<file path="src/rtl/cam_frame_ctrl.sv">
// cam_frame_ctrl
// Frame-level capture controller sitting between the camera sensor pins and the
// byte-pairing pixel capture block. It arms on command and waits for a vertical
// blank. It then passes exactly one whole frame (single mode) or successive whole
// frames (continuous mode) downstream. Each frame's geometry is checked. The
// write bank of a double-buffered frame store flips only on good frames.
//
// Parameters:
//   LINES       href pulses expected per frame
//   LINE_BYTES  href-high cycles expected per line (2 bytes per RGB565 pixel)
// Ports:
//   clk, rst_n             pixel clock (rising edge) / async active-low reset
//   vsync, href, d         raw sensor sync lines and data byte
//   cmd_start, cmd_mode    arm pulse and mode (0 single, 1 continuous)
//   cmd_stop               stop pulse (a frame in progress still completes)
//   vsync_o, href_o, d_o   gated/registered sensor lines to the capture block
//   wr_buf, rd_buf         bank being written / bank for display (always ~wr_buf)
//   busy                   controller not idle
//   frame_ok, frame_err    one-cycle completion pulses
//   frame_cnt, err_cnt     good-frame count (wraps), bad-frame count (saturates)
module cam_frame_ctrl #(
    parameter int unsigned LINES      = 240,
    parameter int unsigned LINE_BYTES = 640
) (
    input  logic        clk,
    input  logic        rst_n,
    input  logic        vsync,
    input  logic        href,
    input  logic [7:0]  d,
    input  logic        cmd_start,
    input  logic        cmd_mode,
    input  logic        cmd_stop,
    output logic        vsync_o,
    output logic        href_o,
    output logic [7:0]  d_o,
    output logic        wr_buf,
    output logic        rd_buf,
    output logic        busy,
    output logic        frame_ok,
    output logic        frame_err,
    output logic [15:0] frame_cnt,
    output logic [7:0]  err_cnt
);

    localparam logic [1:0] IDLE    = 2'd0;
    localparam logic [1:0] ARM     = 2'd1;
    localparam logic [1:0] SYNC    = 2'd2;
    localparam logic [1:0] CAPTURE = 2'd3;

    localparam logic [9:0]  LINES_W = 10'(LINES);
    localparam logic [11:0] BYTES_W = 12'(LINE_BYTES);

    logic [1:0]  state_q, state_d;
    logic        mode_q, mode_d;
    logic        stop_pend_q, stop_pend_d;
    logic [9:0]  line_cnt_q, line_cnt_d;
    logic [11:0] byte_cnt_q, byte_cnt_d;
    logic        bad_q, bad_d;
    logic        wr_buf_q, wr_buf_d;
    logic        frame_ok_q, frame_ok_d;
    logic        frame_err_q, frame_err_d;
    logic [15:0] frame_cnt_q, frame_cnt_d;
    logic [7:0]  err_cnt_q, err_cnt_d;
    logic        vsync_q, href_q;
    logic [7:0]  d_q;

    always_comb begin
        state_d     = state_q;
        mode_d      = mode_q;
        stop_pend_d = stop_pend_q;
        line_cnt_d  = line_cnt_q;
        byte_cnt_d  = byte_cnt_q;
        bad_d       = bad_q;
        wr_buf_d    = wr_buf_q;
        frame_ok_d  = 1'b0;
        frame_err_d = 1'b0;
        frame_cnt_d = frame_cnt_q;
        err_cnt_d   = err_cnt_q;

        case (state_q)
            IDLE: begin
                // A start colliding with a stop is treated as a stop.
                if (cmd_start && !cmd_stop) begin
                    state_d = ARM;
                    mode_d  = cmd_mode;
                end
            end
            ARM: begin
                // Only a blank proves we are at a frame boundary.
                if (cmd_stop) begin
                    state_d = IDLE;
                end else if (vsync) begin
                    state_d = SYNC;
                end
            end
            SYNC: begin
                if (cmd_stop) begin
                    state_d = IDLE;
                end else if (!vsync) begin
                    state_d    = CAPTURE;
                    line_cnt_d = '0;
                    byte_cnt_d = '0;
                    bad_d      = 1'b0;
                end
            end
            CAPTURE: begin
                if (cmd_stop) begin
                    stop_pend_d = 1'b1;
                end
                if (href && !href_q) begin
                    if (line_cnt_q != 10'h3ff) begin
                        line_cnt_d = line_cnt_q + 10'd1;
                    end
                    byte_cnt_d = 12'd1;
                end else if (href && href_q) begin
                    if (byte_cnt_q != 12'hfff) begin
                        byte_cnt_d = byte_cnt_q + 12'd1;
                    end
                end else if (!href && href_q && (byte_cnt_q != BYTES_W)) begin
                    bad_d = 1'b1;
                end

                if (vsync) begin
                    // href_q high here means vsync cut the last line short.
                    if ((line_cnt_q == LINES_W) && !bad_q && !href_q) begin
                        frame_ok_d  = 1'b1;
                        wr_buf_d    = ~wr_buf_q;
                        frame_cnt_d = frame_cnt_q + 16'd1;
                    end else begin
                        frame_err_d = 1'b1;
                        if (err_cnt_q != 8'hff) begin
                            err_cnt_d = err_cnt_q + 8'd1;
                        end
                    end
                    if (mode_q && !stop_pend_q && !cmd_stop) begin
                        state_d = SYNC;
                    end else begin
                        state_d = IDLE;
                    end
                    stop_pend_d = 1'b0;
                end
            end
            default: state_d = IDLE;
        endcase
    end

    always_ff @(posedge clk or negedge rst_n) begin
        if (!rst_n) begin
            state_q     <= IDLE;
            mode_q      <= 1'b0;
            stop_pend_q <= 1'b0;
            line_cnt_q  <= '0;
            byte_cnt_q  <= '0;
            bad_q       <= 1'b0;
            wr_buf_q    <= 1'b0;
            frame_ok_q  <= 1'b0;
            frame_err_q <= 1'b0;
            frame_cnt_q <= '0;
            err_cnt_q   <= '0;
            vsync_q     <= 1'b1;
            href_q      <= 1'b0;
            d_q         <= '0;
        end else begin
            state_q     <= state_d;
            mode_q      <= mode_d;
            stop_pend_q <= stop_pend_d;
            line_cnt_q  <= line_cnt_d;
            byte_cnt_q  <= byte_cnt_d;
            bad_q       <= bad_d;
            wr_buf_q    <= wr_buf_d;
            frame_ok_q  <= frame_ok_d;
            frame_err_q <= frame_err_d;
            frame_cnt_q <= frame_cnt_d;
            err_cnt_q   <= err_cnt_d;
            vsync_q     <= vsync;
            href_q      <= href;
            d_q         <= d;
        end
    end

    // Blank is forced whenever not capturing, so downstream never sees a partial frame.
    assign vsync_o   = vsync_q | (state_q != CAPTURE);
    assign href_o    = href_q & (state_q == CAPTURE);
    assign d_o       = d_q;
    assign wr_buf    = wr_buf_q;
    assign rd_buf    = ~wr_buf_q;
    assign busy      = (state_q != IDLE);
    assign frame_ok  = frame_ok_q;
    assign frame_err = frame_err_q;
    assign frame_cnt = frame_cnt_q;
    assign err_cnt   = err_cnt_q;

endmodule

</file>
<file path="config.mk">
export PLATFORM = sky130hd
export DESIGN_NAME = cam_frame_ctrl
export DESIGN_NICKNAME = d
export VERILOG_FILES = /design/src/rtl/cam_frame_ctrl.sv
export SDC_FILE = /design/constraint.sdc
export NUM_CORES = 1
export LEC_CHECK = 0
export CAP_MARGIN = 25
export CORE_ASPECT_RATIO = 0.6
export CORE_MARGIN = 1.5
export CORE_UTILIZATION = 59
export CTS_BUF_LIST = sky130_fd_sc_hd__clkbuf_8 sky130_fd_sc_hd__clkbuf_16
export DETAILED_ROUTE_END_ITERATION = 16
export DONT_BUFFER_PORTS = 1
export PLACE_DENSITY_LB_ADDON = 0.12
export SLEW_MARGIN = 10
export SYNTH_ARGS = -nofsm -noshare
export SYNTH_HDL_FRONTEND = slang
export SYNTH_SLANG_ARGS = --single-unit
</file>
<file path="constraint.sdc">
create_clock -name clk -period 3.4 [get_ports clk]
set_input_delay 0.68 -clock clk [delete_from_list [all_inputs] [get_ports clk]]
set_output_delay 0.68 -clock clk [all_outputs]
set_load 0.05 [all_outputs]
</file>
### After elaboration in Yosys (flattened, before gate mapping)

Cells that the tools add are included.

| word-level totals | value |
|---|---|
| register bits after elaboration | 64 |
| input bits | 15 |
| word-level logic and storage cells | 103 |

| cells by class | value |
|---|---|
| add/sub/neg operators | 4 |
| equality and inequality tests | 22 |
| multiplexer cells | 33 |
| bitwise logic cells | 4 |
| reduce and logical (&&, ||, !) cells | 26 |

Operators with widths:

| cell | count |
|---|---|
| two-way mux 12 bit | 5 |
| two-way mux 10 bit | 4 |
| one-hot mux 12 bit (2 select lines) | 1 |
| != test 2 bit (second input constant) | 10 |
| one-hot mux 10 bit (2 select lines) | 1 |
| adder 16 x 1 -> 16 bit (second input constant) | 1 |
| two-way mux 2 bit | 7 |
| two-way mux 1 bit | 13 |
| adder 12 x 1 -> 12 bit (second input constant) | 1 |
| != test 12 x 10 -> 1 bit (second input constant) | 1 |
| != test 12 bit (second input constant) | 1 |
| != test 3 bit (second input constant) | 4 |
| adder 10 x 1 -> 10 bit (second input constant) | 1 |
| equality test 10 x 8 -> 1 bit (second input constant) | 1 |
| != test 10 bit (second input constant) | 1 |
| AND reduction 5 bit | 2 |
| logical AND 1 bit | 9 |
| adder 8 x 1 -> 8 bit (second input constant) | 1 |
| != test 8 bit (second input constant) | 1 |
| one-hot mux 2 bit (4 select lines) | 1 |
| AND reduction 4 bit | 2 |
| AND reduction 6 bit | 1 |
| nonzero test 2 bit | 3 |
| logical NOT 1 bit | 5 |
| 9 further kinds | 12 |

### Longest topological paths before layout

| logic depth | value |
|---|---|
| word-level depth | 7 |
| depth in mapped cells | 8 |
| gate-level depth less buffers | 8 |

### Worst setup path before layout

Ideal clock, no wire load.

| timing | value |
|---|---|
| kind | input to register |
| start point | input cmd_stop |
| end point | register line_cnt_q[6] |
| setup time | 0.092 ns |
| arrival | 1.865 ns |
| data required time | 3.308 ns |
| path slack | 1.443 ns |
| cell stages on the path | 6 |
| path through | nor3_2 > o21ai_1 > a41o_1 > or2_1 > buf_2 > o31ai_2 |

| between the ends | value |
|---|---|
| cells in the longest elaborated chain, start to end | 2 |

RTL lines:

| item | line | text |
|---|---|---|
| start, declared | 32 | `input logic cmd_stop,` |
| != test 2 bit (no source line) | n/a |  |
| AND reduction 5 bit (no source line) | n/a |  |
| end signal, assigned | 167 | `line_cnt_q <= line_cnt_d;` |
| end, declared | 56 | `logic [9:0] line_cnt_q, line_cnt_d;` |

Every way passes these cells.
A chain may end at the register's enable or synchronous reset.

### Worst setup path in the final report

| timing | value |
|---|---|
| start point | register state_q[1] |
| end point | output vsync_o |

| between the ends | value |
|---|---|
| cells in the longest elaborated chain, start to end | 2 |

RTL lines:

| item | line | text |
|---|---|---|
| start, declared | 53 | `logic [1:0] state_q, state_d;` |
| start signal, assigned | 164 | `state_q <= state_d;` |
| != test 2 bit | 182 | `assign vsync_o = vsync_q \| (state_q != CAPTURE);` |
| OR 1 bit | 182 |  |
| end, declared | 33 | `output logic vsync_o,` |

Every way passes these cells.

==> results_dict.tcl <==
set metrics [dict create \
    grt_usage_pct 23.4 \
    die_area_um2 5700 \
    seq_power_share_pct 52.6 \
    antenna_cells 0 \
    dp.final_hpwl_um 4340 \
    dr.max_layer_used "met4" \
    switchingPower_w 0.000464 \
    avgSynthCellArea_um2 10.5 \
    relSlewSlack_pct 46.3 \
    multi_input_area_um2 1420 \
    antenna_found_initial 0 \
    hold_path_class "input port to async pin" \
    async_flop_share_pct 100 \
    worst_pin_slew_ns 0.800 \
    place_congestion 0.894 \
    synth_fp_nets 314 \
    antenna_left 0 \
    final.period_utilization_pct 70.6 \
    fmax_mhz 416 \
    reg2reg_slack_ns 1.05 \
    power_w 0.00172 \
    vdd_ir_drop_max_v 0.000309 \
    seq_area_frac_synth_pct 51.9 \
    status "completed" \
    synth_cell_types 60 \
    cp-end-kind "output port" \
    cts_hold_buf 0 \
    die_w_um 96.4 \
    drt_iter0_drc 211 \
    postCtsSetupBuffers 0 \
    cap_violations 0 \
    yosysTopAreaCell "dfrtp_1" \
    nets 321 \
    cts.sinks 64 \
    layout_common_cells "63 x dfrtp_1, 23 x nand2_1, 20 x nor2_1" \
    slew_violations 0 \
    clock_latency_ns 0.34 \
    rsz0062_at_grt "no" \
    chipHeight_um 59.1 \
    synth_edf_count 0 \
    synth_top_cell_area_share_pct 51.0 \
    worstSetupStartpointType "flop" \
    areaGrowthSynthToFinish_pct 9.03 \
    std_cell_rows 20 \
    power_density_nw_per_um2 511 \
    wl_um 6100 \
    cts_tree "yes" \
    drt-met1-wl_um 3100 \
    yosys_warnings 0 \
    viasPerCell 5.97 \
    p_int_w 0.00126 \
    n_fill_cell 379 \
    critPathMaxFanout 12 \
    drc_errors 0 \
    setup_tns_ns 0 \
    period_minus_slack_ns 2.40 \
    detail_route.wl_per_cell_um 16.5 \
    hold_ws_ns 0.0343 \
    synth-seq-cells 64 \
    final_common_cell "dfrtp_1" \
    seqCellArea_um2 1600 \
    cts_root_buf "clkbuf_8" \
    cts_resized 0 \
    hold_violations 0 \
    cts_made_buffers 9 \
    fin_worst_skew_ns 0.00874 \
    synth_area_leaders "dfrtp_1 51%, xor2_1 3.7%, and3_1 3.2%" \
    drt_pre_antenna_iters 4 \
    worstPathRequired_ns 2.72 \
    clkSlewWorstSetupHoldPaths_ns 0.07 \
    p_clk_share_pct 40.5 \
    route.met3.wl_um 525 \
    ys.flop_type "dfrtp_1" \
    vias 2215 \
    switching_share_pct 26.9 \
    port_buffers 0 \
    io_pins 54 \
    core_area_um2 5050 \
    grt_max_degree 65 \
    start_util_pct 61.1 \
    grt_pass1_wl_um 9810 \
    combPwrFrac_pct 6.8 \
    cts_max_level 3 \
    syn_area_um2 3090 \
    setup_viol 0 \
    criticalPathCategory "flop to output port" \
    p_leak_nw 1.57 \
    cp.arrival_ns 1.72 \
    final_layout_size_suffix_gt1_share_pct 11.8 \
    grt_pass1_vias 2033 \
    clk_path_buf_depth 2 \
    synth_cells 293 \
    wl_met2_um 2450 \
    overflow 0 \
]
## cell families (layout without fill, tap and decap cells)
logic type	count (synthesis)	after routing	share of synthesized area, %
AO/OA/AOI/OAI	58	58	13.0
XOR/XNOR	23	23	6.52
adder cells (fa/ha/maj)	7	7	2.75
buffers and inverters	17	29	2.27
flip-flops	64	64	51.9
multiplexers	3	3	1.17
AND/OR/NAND/NOR	121	121	22.4
## synthesized netlist by cell type (2+ instances only)
| cell | instances |
|---|---|
| dfrtp_1 | 63 |
| and2_1 | 2 |
| buf_2 | 4 |
| o21a_1 | 2 |
| and3_1 | 16 |
| nand4_1 | 7 |
| a211oi_1 | 2 |
| o21ai_0 | 14 |
| xor2_1 | 13 |
| ha_1 | 6 |
| inv_1 | 10 |
| o211ai_1 | 2 |
| nor4b_2 | 2 |
| nor3_1 | 5 |
| xnor2_1 | 10 |
| nor4_1 | 2 |
| or4_1 | 2 |
| and4_1 | 2 |
| nand3_1 | 19 |
| or3_1 | 5 |
| nand2b_1 | 3 |
| o31ai_2 | 4 |
| nor2_1 | 20 |
| nand2_1 | 23 |
| o31ai_1 | 4 |
| o21ai_1 | 2 |
| a22o_1 | 2 |
| a21oi_1 | 15 |
## through the flow
stage / cells / setup WS, ns / util, % / cell area (um^2)
floorplan: 293 / 1.44 / - / 3090
global route: 371 / 0.831 / 66.7 / 3370
finish: 371 / 0.998 / 66.7 / 3370
CTS: 371 / 1.01 / 66.7 / 3370
global placement: 355 / 1.22 / 62.5 / 3160
detailed placement: 355 / 1.13 / 62.5 / 3160
## layer usage
| metal | GRT usage (%) | up-vias |
|---|---|---|
| met5 | 0 | - |
| met4 | 6.83 | 0 |
| met3 | 10.4 | 3 |
| met2 | 29.4 | 73 |
| met1 | 35.7 | 1063 |
| li1 | - | 1076 |
## power groups by stage
stage | sequential, W | clock [W] | combinational [W]
after floorplan | 0.000907 | 0 | 0.000105
after CTS | 0.000907 | 0.000714 | 0.000118
after global routing | 0.000915 | 0.000738 | 0.000131
after global placement | 0.000920 | 0 | 0.000115
after detailed placement | 0.000922 | 0 | 0.000118
final | 0.000907 | 0.000698 | 0.000118
## cell type report
| class | instances | share of cell area [%] |
|---|---|---|
| sequential | 64 | 47.6 |
| multi-input combinational | 212 | 42.1 |
| clock buffer | 9 | 3.68 |
| clock inverter | 7 | 2.64 |
| tap | 66 | 2.45 |
| inverter | 12 | 1.37 |
| timing repair buffer | 1 | 0.223 |
## sequential cells by signal (all words and copies together), names as in the netlist, 2 cells and up
signal / cells
state_q: 2
frame_cnt: 16
line_cnt_q: 10
err_cnt: 8
byte_cnt_q: 12
d_o: 8
## critical path, cell delays in order, from the launching register on
cell      delay (ns)
dfrtp_1         0.49
and2_1          0.46
nand2b_1        0.44
## worst paths after layout
check	from	end	depth (start not counted)
setup / recovery	state_q[1]$_DFFE_PN0P_	vsync_o	2
hold / removal	rst_n	line_cnt_q[2]$_DFFE_PN0P_	0
setup reg to reg	state_q[1]$_DFFE_PN0P_	byte_cnt_q[3]$_DFFE_PN0P_	5
hold reg to reg	stop_pend_q$_DFFE_PN0P_	stop_pend_q$_DFFE_PN0P_	2
max in group asynchronous	rst_n	vsync_q$_DFF_PN1_	0
min in group clk	vsync	vsync_q$_DFF_PN1_	0
Power figures use the tool's default switching activity.
